### src/rtl/sram_access_arbiter.sv
// rtl/sram_access_arbiter.sv - three-port SRAM arbiter with tagged read return
// Port 0 has strict priority; ports 1 and 2 share a round-robin pointer.
module sram_access_arbiter #(
  parameter int READ_LATENCY = 3,
  parameter int ADDR_W       = 18
) (
  input  logic              Clock_50,
  input  logic              Reset,
  input  logic              Enable,
  input  logic [2:0]        Req,
  input  logic [2:0]        Req_we_n,
  input  logic [ADDR_W-1:0] Req_addr_0,
  input  logic [ADDR_W-1:0] Req_addr_1,
  input  logic [ADDR_W-1:0] Req_addr_2,
  input  logic [15:0]       Req_wdata_0,
  input  logic [15:0]       Req_wdata_1,
  input  logic [15:0]       Req_wdata_2,
  output logic [2:0]        Grant,
  output logic [2:0]        Rvalid,
  output logic [15:0]       Rdata,
  output logic              Busy,
  output logic [ADDR_W-1:0] SRAM_address,
  output logic [15:0]       SRAM_write_data,
  output logic              SRAM_we_n,
  input  logic [15:0]       SRAM_read_data
);

  typedef enum logic [1:0] {
    S_IDLE  = 2'd0,
    S_RUN   = 2'd1,
    S_DRAIN = 2'd2
  } state_t;

  state_t                         state_q, state_d;
  logic                           rr_q, rr_d;  // 0: port 1 wins a tie, 1: port 2 wins
  logic [ADDR_W-1:0]              addr_q, addr_d;
  logic [15:0]                    wdata_q, wdata_d;
  logic                           we_n_q, we_n_d;
  logic [READ_LATENCY-1:0]        tag_valid_q, tag_valid_d;
  logic [READ_LATENCY-1:0][1:0]   tag_port_q, tag_port_d;
  logic [15:0]                    rdata_q, rdata_d;

  logic [2:0] grant;
  logic [1:0] issue_port;
  logic       issue_read;
  logic       tags_empty;

  assign tags_empty = ~|tag_valid_q;

  always_comb begin
    state_d     = state_q;
    rr_d        = rr_q;
    addr_d      = addr_q;
    wdata_d     = wdata_q;
    we_n_d      = 1'b1;
    grant       = 3'b000;
    issue_port  = 2'd0;
    issue_read  = 1'b0;
    tag_valid_d = tag_valid_q;
    tag_port_d  = tag_port_q;
    rdata_d     = rdata_q;

    case (state_q)
      S_IDLE:  if (Enable) state_d = S_RUN;
      S_RUN:   if (!Enable) state_d = S_DRAIN;
      S_DRAIN: begin
        if (Enable)          state_d = S_RUN;
        else if (tags_empty) state_d = S_IDLE;
      end
      default: state_d = S_IDLE;
    endcase

    if (state_q == S_RUN && Enable) begin
      if (Req[0])                grant = 3'b001;
      else if (Req[1] && Req[2]) grant = rr_q ? 3'b100 : 3'b010;
      else if (Req[1])           grant = 3'b010;
      else if (Req[2])           grant = 3'b100;
    end

    case (grant)
      3'b001: begin
        addr_d = Req_addr_0; wdata_d = Req_wdata_0; we_n_d = Req_we_n[0]; issue_port = 2'd0;
      end
      3'b010: begin
        addr_d = Req_addr_1; wdata_d = Req_wdata_1; we_n_d = Req_we_n[1]; issue_port = 2'd1;
        rr_d   = 1'b1;
      end
      3'b100: begin
        addr_d = Req_addr_2; wdata_d = Req_wdata_2; we_n_d = Req_we_n[2]; issue_port = 2'd2;
        rr_d   = 1'b0;
      end
      default: ;
    endcase
    issue_read = (grant != 3'b000) && we_n_d;

    // Stage READ_LATENCY-1 is the return stage; it is loaded together with Rdata.
    for (int i = READ_LATENCY - 1; i > 0; i--) begin
      tag_valid_d[i] = tag_valid_q[i-1];
      tag_port_d[i]  = tag_port_q[i-1];
    end
    tag_valid_d[0] = issue_read;
    tag_port_d[0]  = issue_port;

    if (tag_valid_d[READ_LATENCY-1]) rdata_d = SRAM_read_data;
  end

  always_ff @(posedge Clock_50 or posedge Reset) begin
    if (Reset) begin
      state_q     <= S_IDLE;
      rr_q        <= 1'b0;
      addr_q      <= '0;
      wdata_q     <= '0;
      we_n_q      <= 1'b1;
      tag_valid_q <= '0;
      tag_port_q  <= '0;
      rdata_q     <= '0;
    end else begin
      state_q     <= state_d;
      rr_q        <= rr_d;
      addr_q      <= addr_d;
      wdata_q     <= wdata_d;
      we_n_q      <= we_n_d;
      tag_valid_q <= tag_valid_d;
      tag_port_q  <= tag_port_d;
      rdata_q     <= rdata_d;
    end
  end

  assign Grant           = grant;
  assign Rvalid          = tag_valid_q[READ_LATENCY-1] ? (3'b001 << tag_port_q[READ_LATENCY-1]) : 3'b000;
  assign Rdata           = rdata_q;
  assign Busy            = (state_q == S_RUN) || (state_q == S_DRAIN && !tags_empty);
  assign SRAM_address    = addr_q;
  assign SRAM_write_data = wdata_q;
  assign SRAM_we_n       = we_n_q;

endmodule

### config.mk
export PLATFORM = sky130hd
export DESIGN_NAME = sram_access_arbiter
export DESIGN_NICKNAME = d
export VERILOG_FILES = /design/src/rtl/sram_access_arbiter.sv
export SDC_FILE = /design/constraint.sdc
export NUM_CORES = 1
export LEC_CHECK = 0
export BUFFER_PORTS_ARGS = -buffer_cell sky130_fd_sc_hd__buf_2
export CELL_PAD_IN_SITES_DETAIL_PLACEMENT = 1
export CELL_PAD_IN_SITES_GLOBAL_PLACEMENT = 2
export CORE_AREA = 2 2 110 112
export CTS_CLUSTER_DIAMETER = 80
export DETAILED_ROUTE_END_ITERATION = 10
export DIE_AREA = 0 0 112 114
export HOLD_SLACK_MARGIN = 0.03
export PLACE_DENSITY_LB_ADDON = 0.1
export SETUP_SLACK_MARGIN = 0.4
export SYNTH_ARGS = -nofsm -noshare
export SYNTH_HDL_FRONTEND = slang
export SYNTH_SLANG_ARGS = --single-unit
### constraint.sdc
create_clock -name Clock_50 -period 4.05 [get_ports Clock_50]
set_input_delay 0.6075 -clock Clock_50 [delete_from_list [all_inputs] [get_ports Clock_50]]
set_output_delay 0.6075 -clock Clock_50 [all_outputs]
set_load 0.03 [all_outputs]
# [After elaboration in Yosys (flattened, before gate mapping)]
# Cells that the tools add are included.
# Widths: inputs -> output; s select.
[totals] output_inout_bits=58 input_bits=127 reg_bits=63
[op_classes] n_shift=1 eq_ne=8 reduce_logical=11 muxes=17
[op_table] op="$pmux 18 s3" count=1
[op_table] op="$pmux 16 s3" count=1
[op_table] op="$mux 3" count=7
[op_table] op="$mux 2" count=4
[op_table] op="$pmux 2 s3" count=1
[op_table] op="$reduce_bool 3->1" count=2
[op_table] op="$logic_and 1x1->1" count=4
[op_table] op="$ne 2x2->1 const B" count=2
[op_table] op="$pmux 2 s2" count=1
[op_table] op="$eq 3x1->1 const B" count=1
[op_table] op="$eq 3x2->1 const B" count=1
[op_table] op="$eq 3x3->1 const B" count=1
[op_table] op="$ne 3x3->1 const B" count=1
[op_table] op="$pmux 1 s3" count=1
[op_table] op="$reduce_and 3->1" count=1
[op_table] op="$reduce_or 3->1" count=1
[op_table] op="$shl 1x2->3 const A" count=1
[op_table] op="$eq 2x1->1 const B" count=1
[op_table] op="$eq 2x2->1 const B" count=1
[op_table] op="$logic_not 2->1" count=1
[op_table] op="$pmux 1 s2" count=1
[op_table] op="$reduce_bool 2->1" count=1
[op_table] op="$logic_or 1x1->1" count=1

# [Depth between registers and ports, before layout]
# Gate-level depths: netlist of the first run.
[logic_depth] depth_word=8 mapped_depth=6 depth_no_buf=4

# [Worst setup path before layout of the first run]
# No wires, ideal clock.
[synth_path] path_kind="input-to-output" from="input port Req[0]" to="output port Grant[1]" slack_ns=1.883 path_buffers=2 arrival_time_ns=1.559 path_stages=4 path_cell_list="nand4bb_1 > buf_6 > buf_2 > nor2b_1"
[synth_via] elab_chain_cells=2
[synth_rtl] element="start: declaration" line="10" source="input logic [2:0] Req,"
[synth_rtl] element="$mux 3" line="74" source="if (Req[0]) grant = 3'b001;"
[synth_rtl] element="$mux 3" line="73" source="if (state_q == S_RUN && Enable) begin"
[synth_rtl] element="end: declaration" line="18" source="output logic [2:0] Grant,"
# No other way between the ends.

# [Final worst setup path of the first run]
[layout_path] from="register state_q[1]" to="output port Grant[0]"
[layout_via] elab_chain_cells=3
[layout_rtl] element="start: declaration" line="34" source="state_t state_q, state_d;"
[layout_rtl] element="start signal: assignment" line="118" source="state_q <= state_d;"
[layout_rtl] element="$eq 2x1->1" line="73"
[layout_rtl] element="$logic_and 1x1->1" line="73"
[layout_rtl] element="$mux 3" line="73"
# No other way between the ends.

==> results.json, run 1 <==
{
  "cp.buffers_inverters": 2,
  "die_area_um2": 12800,
  "grt-ovfl-total": 0,
  "crit_path_top_delay_cell": "nand4b_4",
  "dp_hpwl_um": 7250,
  "power.total_mw": 2.35,
  "io_pins": 185,
  "hold_depth": 0,
  "async_flop_share_pct": 100,
  "reg2reg_depth": 4,
  "postCtsSetupBuffers": 0,
  "grt_max_degree": 45,
  "track_usage_pct": 16.5,
  "nFillCells": 1414,
  "worst_setup_path_start_kind": "flip-flop",
  "cts_buffers": 9,
  "post-route-util_pct": 36.8,
  "setup_tns_ns": 0,
  "yosys_warnings": 0,
  "clock_sinks": 63,
  "status": "finished clean",
  "cts.clk_slew.worst_paths_ns": 0.05,
  "hold_viol": 0,
  "antenna_found_initial": 0,
  "die_x_um": 112,
  "synth-main-ff-cell": "dfrtp_1",
  "power.density_nw_per_um2": 544,
  "synth_seq_cells": 63,
  "leakagePower_nw": 2.04,
  "final_max_slew_viol_count": 0,
  "wl_um": 10400,
  "num_antenna_cells": 0,
  "critPathMaxStageDelay_ns": 0.60,
  "holdBufCountCts": 0,
  "syn_area_um2": 3080,
  "seqCellArea_um2": 1580,
  "end_kind": "output pin",
  "core_area_um2": 11700,
  "die_h_um": 114,
  "cp_top_family": "simple AND/OR/NAND/NOR gates",
  "synth_fp_nets": 399,
  "cts-resized-gates": 0,
  "cp_num_cells": 3,
  "synth-edff-count": 0,
  "cts_tree": "done",
  "syn_avg_cell_area_um2": 11.3,
  "hold_slack_ns": 0.345,
  "tightest_slew_ns": 0.951,
  "timing.fmax_ghz": 0.416,
  "rsz0062_at_grt": "false",
  "cp_max_fo": 37,
  "layout-drive-gt1-share_pct": 51.0,
  "ys_seq_area_share_pct": 51.2,
  "htree_num_levels": 3,
  "multi_input_area_um2": 1300,
  "path_cells": "nand4b_4 > inv_1 > buf_2",
  "fin_worst_skew_ns": 0.00411,
  "gp_congestion": 0.707,
  "setup_violations": 0,
  "root_buffer": "clkbuf_16",
  "slew_headroom_pct": 36.4,
  "grt_pass1_wl_um": 16400,
  "min_path_type": "flip-flop to flip-flop",
  "area_delta_synth_final_pct": 39.9,
  "min_period_ns": 2.40,
  "portBuffers": 184,
  "insertion_delay_ns": 0.33,
  "initial_core_util_pct": 26.3,
  "peakVddDrop_mv": 0.220,
  "post-route-drc-count": 0,
  "antenna_left": 0,
  "grt_pass1_vias": 3147,
  "syn_inst": 272,
  "crit_arrival_ns": 1.79,
  "core.rowCount": 40,
  "drv_cap": 0,
  "nets": 572,
  "critical_path_required_ns": 3.44,
  "timing.final.crit_share_pct": 59.3,
  "criticalPathCategory": "flip-flop to output pin",
  "synthDistinctLibCells": 29,
  "avgViaCountPerCell": 4.94,
  "drt_iter0_drc": 51,
  "vias": 2942,
  "wire_per_inst_um": 17.4,
  "drtPass1Iterations": 4,
  "clock_path_buffers": 2
}
==> flip-flops by register name, indices dropped and copies added, names as in the netlist <==
| register | count |
|---|---|
| rr_q | 1 |
| SRAM_address | 18 |
| state_q | 2 |
| Rdata | 16 |
| SRAM_we_n | 1 |
| tag_port_q | 2 |
| tag_valid_q | 3 |
| tag_port_d | 4 |
| SRAM_write_data | 16 |
==> layout by cell type (no fill, tap or decap), types with 3 or more instances in the layout <==
| cell | instances |
|---|---|
| clkbuf_8 | 3 |
| clkbuf_16 | 9 |
| dfrtp_1 | 62 |
| o21ai_1 | 3 |
| nor2_1 | 37 |
| a32oi_1 | 35 |
| o21a_1 | 34 |
| buf_4 | 5 |
| buf_2 | 184 |
| mux2_2 | 16 |
| o22ai_1 | 35 |
==> cell families after synthesis <==
family	after synthesis	synth area share, %
multiplexers	16	5.84
buffers and inverters	31	6.98
flip-flops	63	51.2
AO/OA/AOI/OAI	112	27.6
AND/OR/NAND/NOR	50	8.40
==> worst paths after layout <==
check	from	slack (ns)	endpoint
max	state_q[1]	1.65	Grant[0]
min	tag_port_d[4]	0.34	tag_port_q[4]
max reg2reg	state_q[1]	1.99	SRAM_address[11]
min reg2reg	tag_port_d[4]	0.34	tag_port_q[4]
max in group asynchronous	Reset	2.70	SRAM_we_n
min in group asynchronous	Reset	0.44	Rdata[3]
==> cells in the mapped netlist (2+ instances only) <==
library cell / n / share of area [%]
a32oi_1: 35 / 9.9
and3b_1: 2 / 0.57
buf_2: 10 / 1.6
buf_4: 9 / 2.2
buf_6: 7 / 2.6
dfrtp_1: 62 / 50
inv_1: 3 / 0.37
mux2_2: 16 / 5.8
nand2_1: 2 / 0.24
nor2_1: 37 / 4.5
nor2b_1: 2 / 0.41
o21a_1: 34 / 8.3
o21ai_1: 3 / 0.49
o22ai_1: 35 / 7.1
==> through the flow <==
step | std cells | setup WS, ns | area (µm²)
after detailed placement | 581 | 1.59 | 4030
final | 596 | 1.65 | 4320
after CTS | 596 | 1.59 | 4320
after floorplan | 272 | 1.87 | 3080
after global placement | 581 | 1.63 | 4030
after global routing | 596 | 1.49 | 4320
==> layout make-up <==
class,instances,share of cell area [%]
multi-input cells,178,30.0
well taps,147,4.26
clock inverters,3,0.406
repair buffers,189,22.2
inverters,4,0.348
flip-flops and latches,63,36.6
clock buffers,12,6.18
==> where the power goes <==
| group | total, mW | internal (mW) | switching, mW |
|---|---|---|---|
| clock network | 0.728 | 0.458 | 0.270 |
| registers | 0.845 | 0.770 | 0.0748 |
| logic | 0.773 | 0.272 | 0.502 |
| total | 2.35 | 1.50 | 0.847 |
==> per-layer routing <==
metal / up-vias / part of all wire, % / global-route usage, %
li1: 1391 / - / -
met5: - / 0 / 0
met2: 117 / 47 / 27.6
met3: 11 / 7.5 / 4.62
met1: 1423 / 44 / 20.0
met4: 0 / 1.7 / 7.07
Note: power is estimated with default switching activity, not from simulation.
==> inputs of run 2 (changes only) <==
Settings changed: ABC_AREA set to 1, CORE_AREA 2 2 110 112 to 2 2 132 134, DIE_AREA 0 0 112 114 to 0 0 134 136.
Clock period 4.05 ns to 2 ns, I/O delays scaled along.
==> results.json, run 2 <==
{
  "crit_arrival_ns": 1.40,
  "insertion_delay_ns": 0.34,
  "nets": 783,
  "synthTopCellsByCount": "112 x nand2_1, 103 x nand3_1, 64 x inv_1",
  "drt_iter0_drc": 87,
  "synth_fp_nets": 576,
  "die_x_um": 134,
  "grt_pass1_wl_um": 21400,
  "synth-main-ff-cell": "dfrtp_1",
  "synth_top_family_by_area": "simple AND/OR/NAND/NOR gates",
  "final_common_cell": "buf_2",
  "rrSetupSlack_ns": 0.37,
  "ys_top_cells_by_area": "dfrtp_1 45%, nand3_1 15%, nand2_1 12%",
  "drv_cap": 0,
  "crit_path_end": "Grant[1]",
  "timing.final.crit_share_pct": 84.9,
  "status": "finished clean",
  "wl_um": 14800,
  "fin_worst_skew_ns": 0.00497,
  "portBuffers": 184,
  "min_path_type": "input pin to asynchronous set/reset pin",
  "setup_violations": 0,
  "largest_reg_flops": 18,
  "clock_sinks": 63,
  "syn_avg_cell_area_um2": 7.69,
  "holdBufCountCts": 0,
  "io_pins": 185,
  "synth_seq_cells": 63,
  "core_area_um2": 16900,
  "tightest_slew_ns": 0.643,
  "die_h_um": 136,
  "num_antenna_cells": 0,
  "core.rowCount": 48,
  "rsz0062_at_grt": "true",
  "antenna_left": 0,
  "final_max_slew_viol_count": 0,
  "vias": 3808,
  "gp_congestion": 0.715,
  "critPathMaxStageDelay_ns": 0.39,
  "dp_hpwl_um": 9730,
  "syn_inst": 449,
  "track_usage_pct": 15.3,
  "timing.rr.start": "state_q[1]",
  "cts.clk_slew.worst_paths_ns": 0.06,
  "drtPass1Iterations": 4,
  "cts_buffers": 9,
  "path_cells": "inv_2 > nand3_4 > nor2_4 > nand2_4 > buf_12 > clkinv_8 > buf_8",
  "antenna_found_initial": 1,
  "avgViaCountPerCell": 4.30,
  "synthDistinctLibCells": 26,
  "ys_seq_area_share_pct": 45.7,
  "end_kind": "output pin",
  "synth-edff-count": 0,
  "grt-ovfl-total": 0,
  "area_delta_synth_final_pct": 64.5,
  "leakagePower_nw": 2.98,
  "async_flop_share_pct": 100,
  "synthXorXnorAreaFrac_pct": 0,
  "hold_slack_ns": 0.0465,
  "yosysTopAreaCell": "dfrtp_1",
  "power.total_mw": 5.30,
  "setup_tns_ns": 0,
  "criticalPathCategory": "flip-flop to output pin",
  "grt_pass1_vias": 4018,
  "min_period_ns": 1.70,
  "grt_max_degree": 35,
  "layout-drive-gt1-share_pct": 51.0,
  "cp_max_fo": 3,
  "root_buffer": "clkbuf_16",
  "htree_num_levels": 3,
  "r2r_end": "SRAM_write_data[9]",
  "synthMostInstantiatedCell": "nand2_1",
  "synthAdderAreaFrac_pct": 0,
  "peakVddDrop_mv": 0.380,
  "clock_path_buffers": 2,
  "slew_headroom_pct": 57.0,
  "power.density_nw_per_um2": 932,
  "syn_area_um2": 3450,
  "synth-simple-area-share_pct": 33.0,
  "reg2reg_depth": 12,
  "hold_viol": 0,
  "synthMuxAreaShare_pct": 5.22,
  "yosys_warnings": 0,
  "crit_start": "state_q[1]",
  "critical_path_required_ns": 1.70,
  "cts_tree": "done",
  "initial_core_util_pct": 20.5,
  "post-route-drc-count": 0,
  "layout_common_cells": "180 x buf_2, 101 x nand2_1, 78 x nand3_1, 62 x dfrtp_1, 49 x inv_1",
  "timing.fmax_ghz": 0.589,
  "wire_per_inst_um": 16.7,
  "synth-compound-area-share_pct": 4.67,
  "yosysTopAreaCellShare_pct": 44.9,
  "crit_path_top_delay_cell": "dfrtp_1",
  "die_area_um2": 18200,
  "worst_setup_path_start_kind": "flip-flop"
}
run 2: cell types whose count changed in the layout (fill, tap and decap cells not counted), moves of 6 or more:
cell and delta:
nor2_1 -14, a21oi_2 +17, nand2_2 +11, buf_12 +9
nand3_1 +78, nand3_2 +23, inv_2 +12, buf_4 +15
o22ai_1 -35, inv_1 +47, nand2_1 +99, o21a_1 -34
a32oi_1 -35, a21oi_1 +6
run 2: worst min-delay path by stage:
stage,end,startpoint,slack [ns],cells past startpoint
6_report,SRAM_write_data[4],Reset,0.05,2
5_1_grt,SRAM_write_data[4],Reset,0.08,2
4_1_cts,SRAM_write_data[7],Reset,0.05,2
3_5_place_dp,tag_port_q[4],tag_port_d[4],0.34,0
3_3_place_gp,tag_port_d[4],tag_port_d[2],0.34,0
2_1_floorplan,tag_port_d[4],tag_port_d[2],0.33,0
run 2: timing repair:
action	4_1_cts	5_1_grt
cloned	2	6
buffers inserted	10	7
gates resized for setup	25	85
pin swaps	6	52
setup endpoints to repair	39	39
run 2: critical path, delay by kind of cell, from the launching register on:
family | cells | cell delay, ns
simple gates | 3 | 0.32
buf+inv | 4 | 0.35
flops | 1 | 0.39
run 2: where the power goes:
group / internal (mW) / switching [mW] / leakage, nW
combinational: 0.602 / 1.18 / 2.06
sequential: 1.58 / 0.180 / 0.763
clock: 1.11 / 0.648 / 0.161
total: 3.29 / 2.01 / 2.98
run 2: logic make-up after synthesis:
group                  Yosys count
AO/OA/AOI/OAI                   26
buffers and inverters           93
flip-flops                      63
multiplexers                    16
AND/OR/NAND/NOR                251
run 2: layout make-up:
| cell class | instances | area, µm² |
|---|---|---|
| Clock inverter | 7 | 104 |
| Fill cell | 2062 | 11200 |
| Multi-Input combinational cell | 294 | 1760 |
| Sequential cell | 63 | 1580 |
| Tap cell | 225 | 282 |
| Clock buffer | 9 | 225 |
| Inverter | 66 | 267 |
| Timing Repair Buffer | 222 | 1470 |
run 2: layer usage:
metal	GRT usage (%)	part of all wire (%)
met3	4.44	5.7
met2	25.9	49
met1	19.2	45
met4	3.72	0.85
met5	0	0.11
run 2: metrics by stage:
stage	setup WS [ns]	cells	instance area, µm²	utilization [%]
2_1_floorplan	0.469	449	3460	-
3_3_place_gp	0.319	845	4630	27.4
3_5_place_dp	0.227	845	4630	27.4
4_1_cts	0.265	873	5170	30.7
5_1_grt	0.241	886	5680	33.7
6_report	0.302	886	5680	33.7
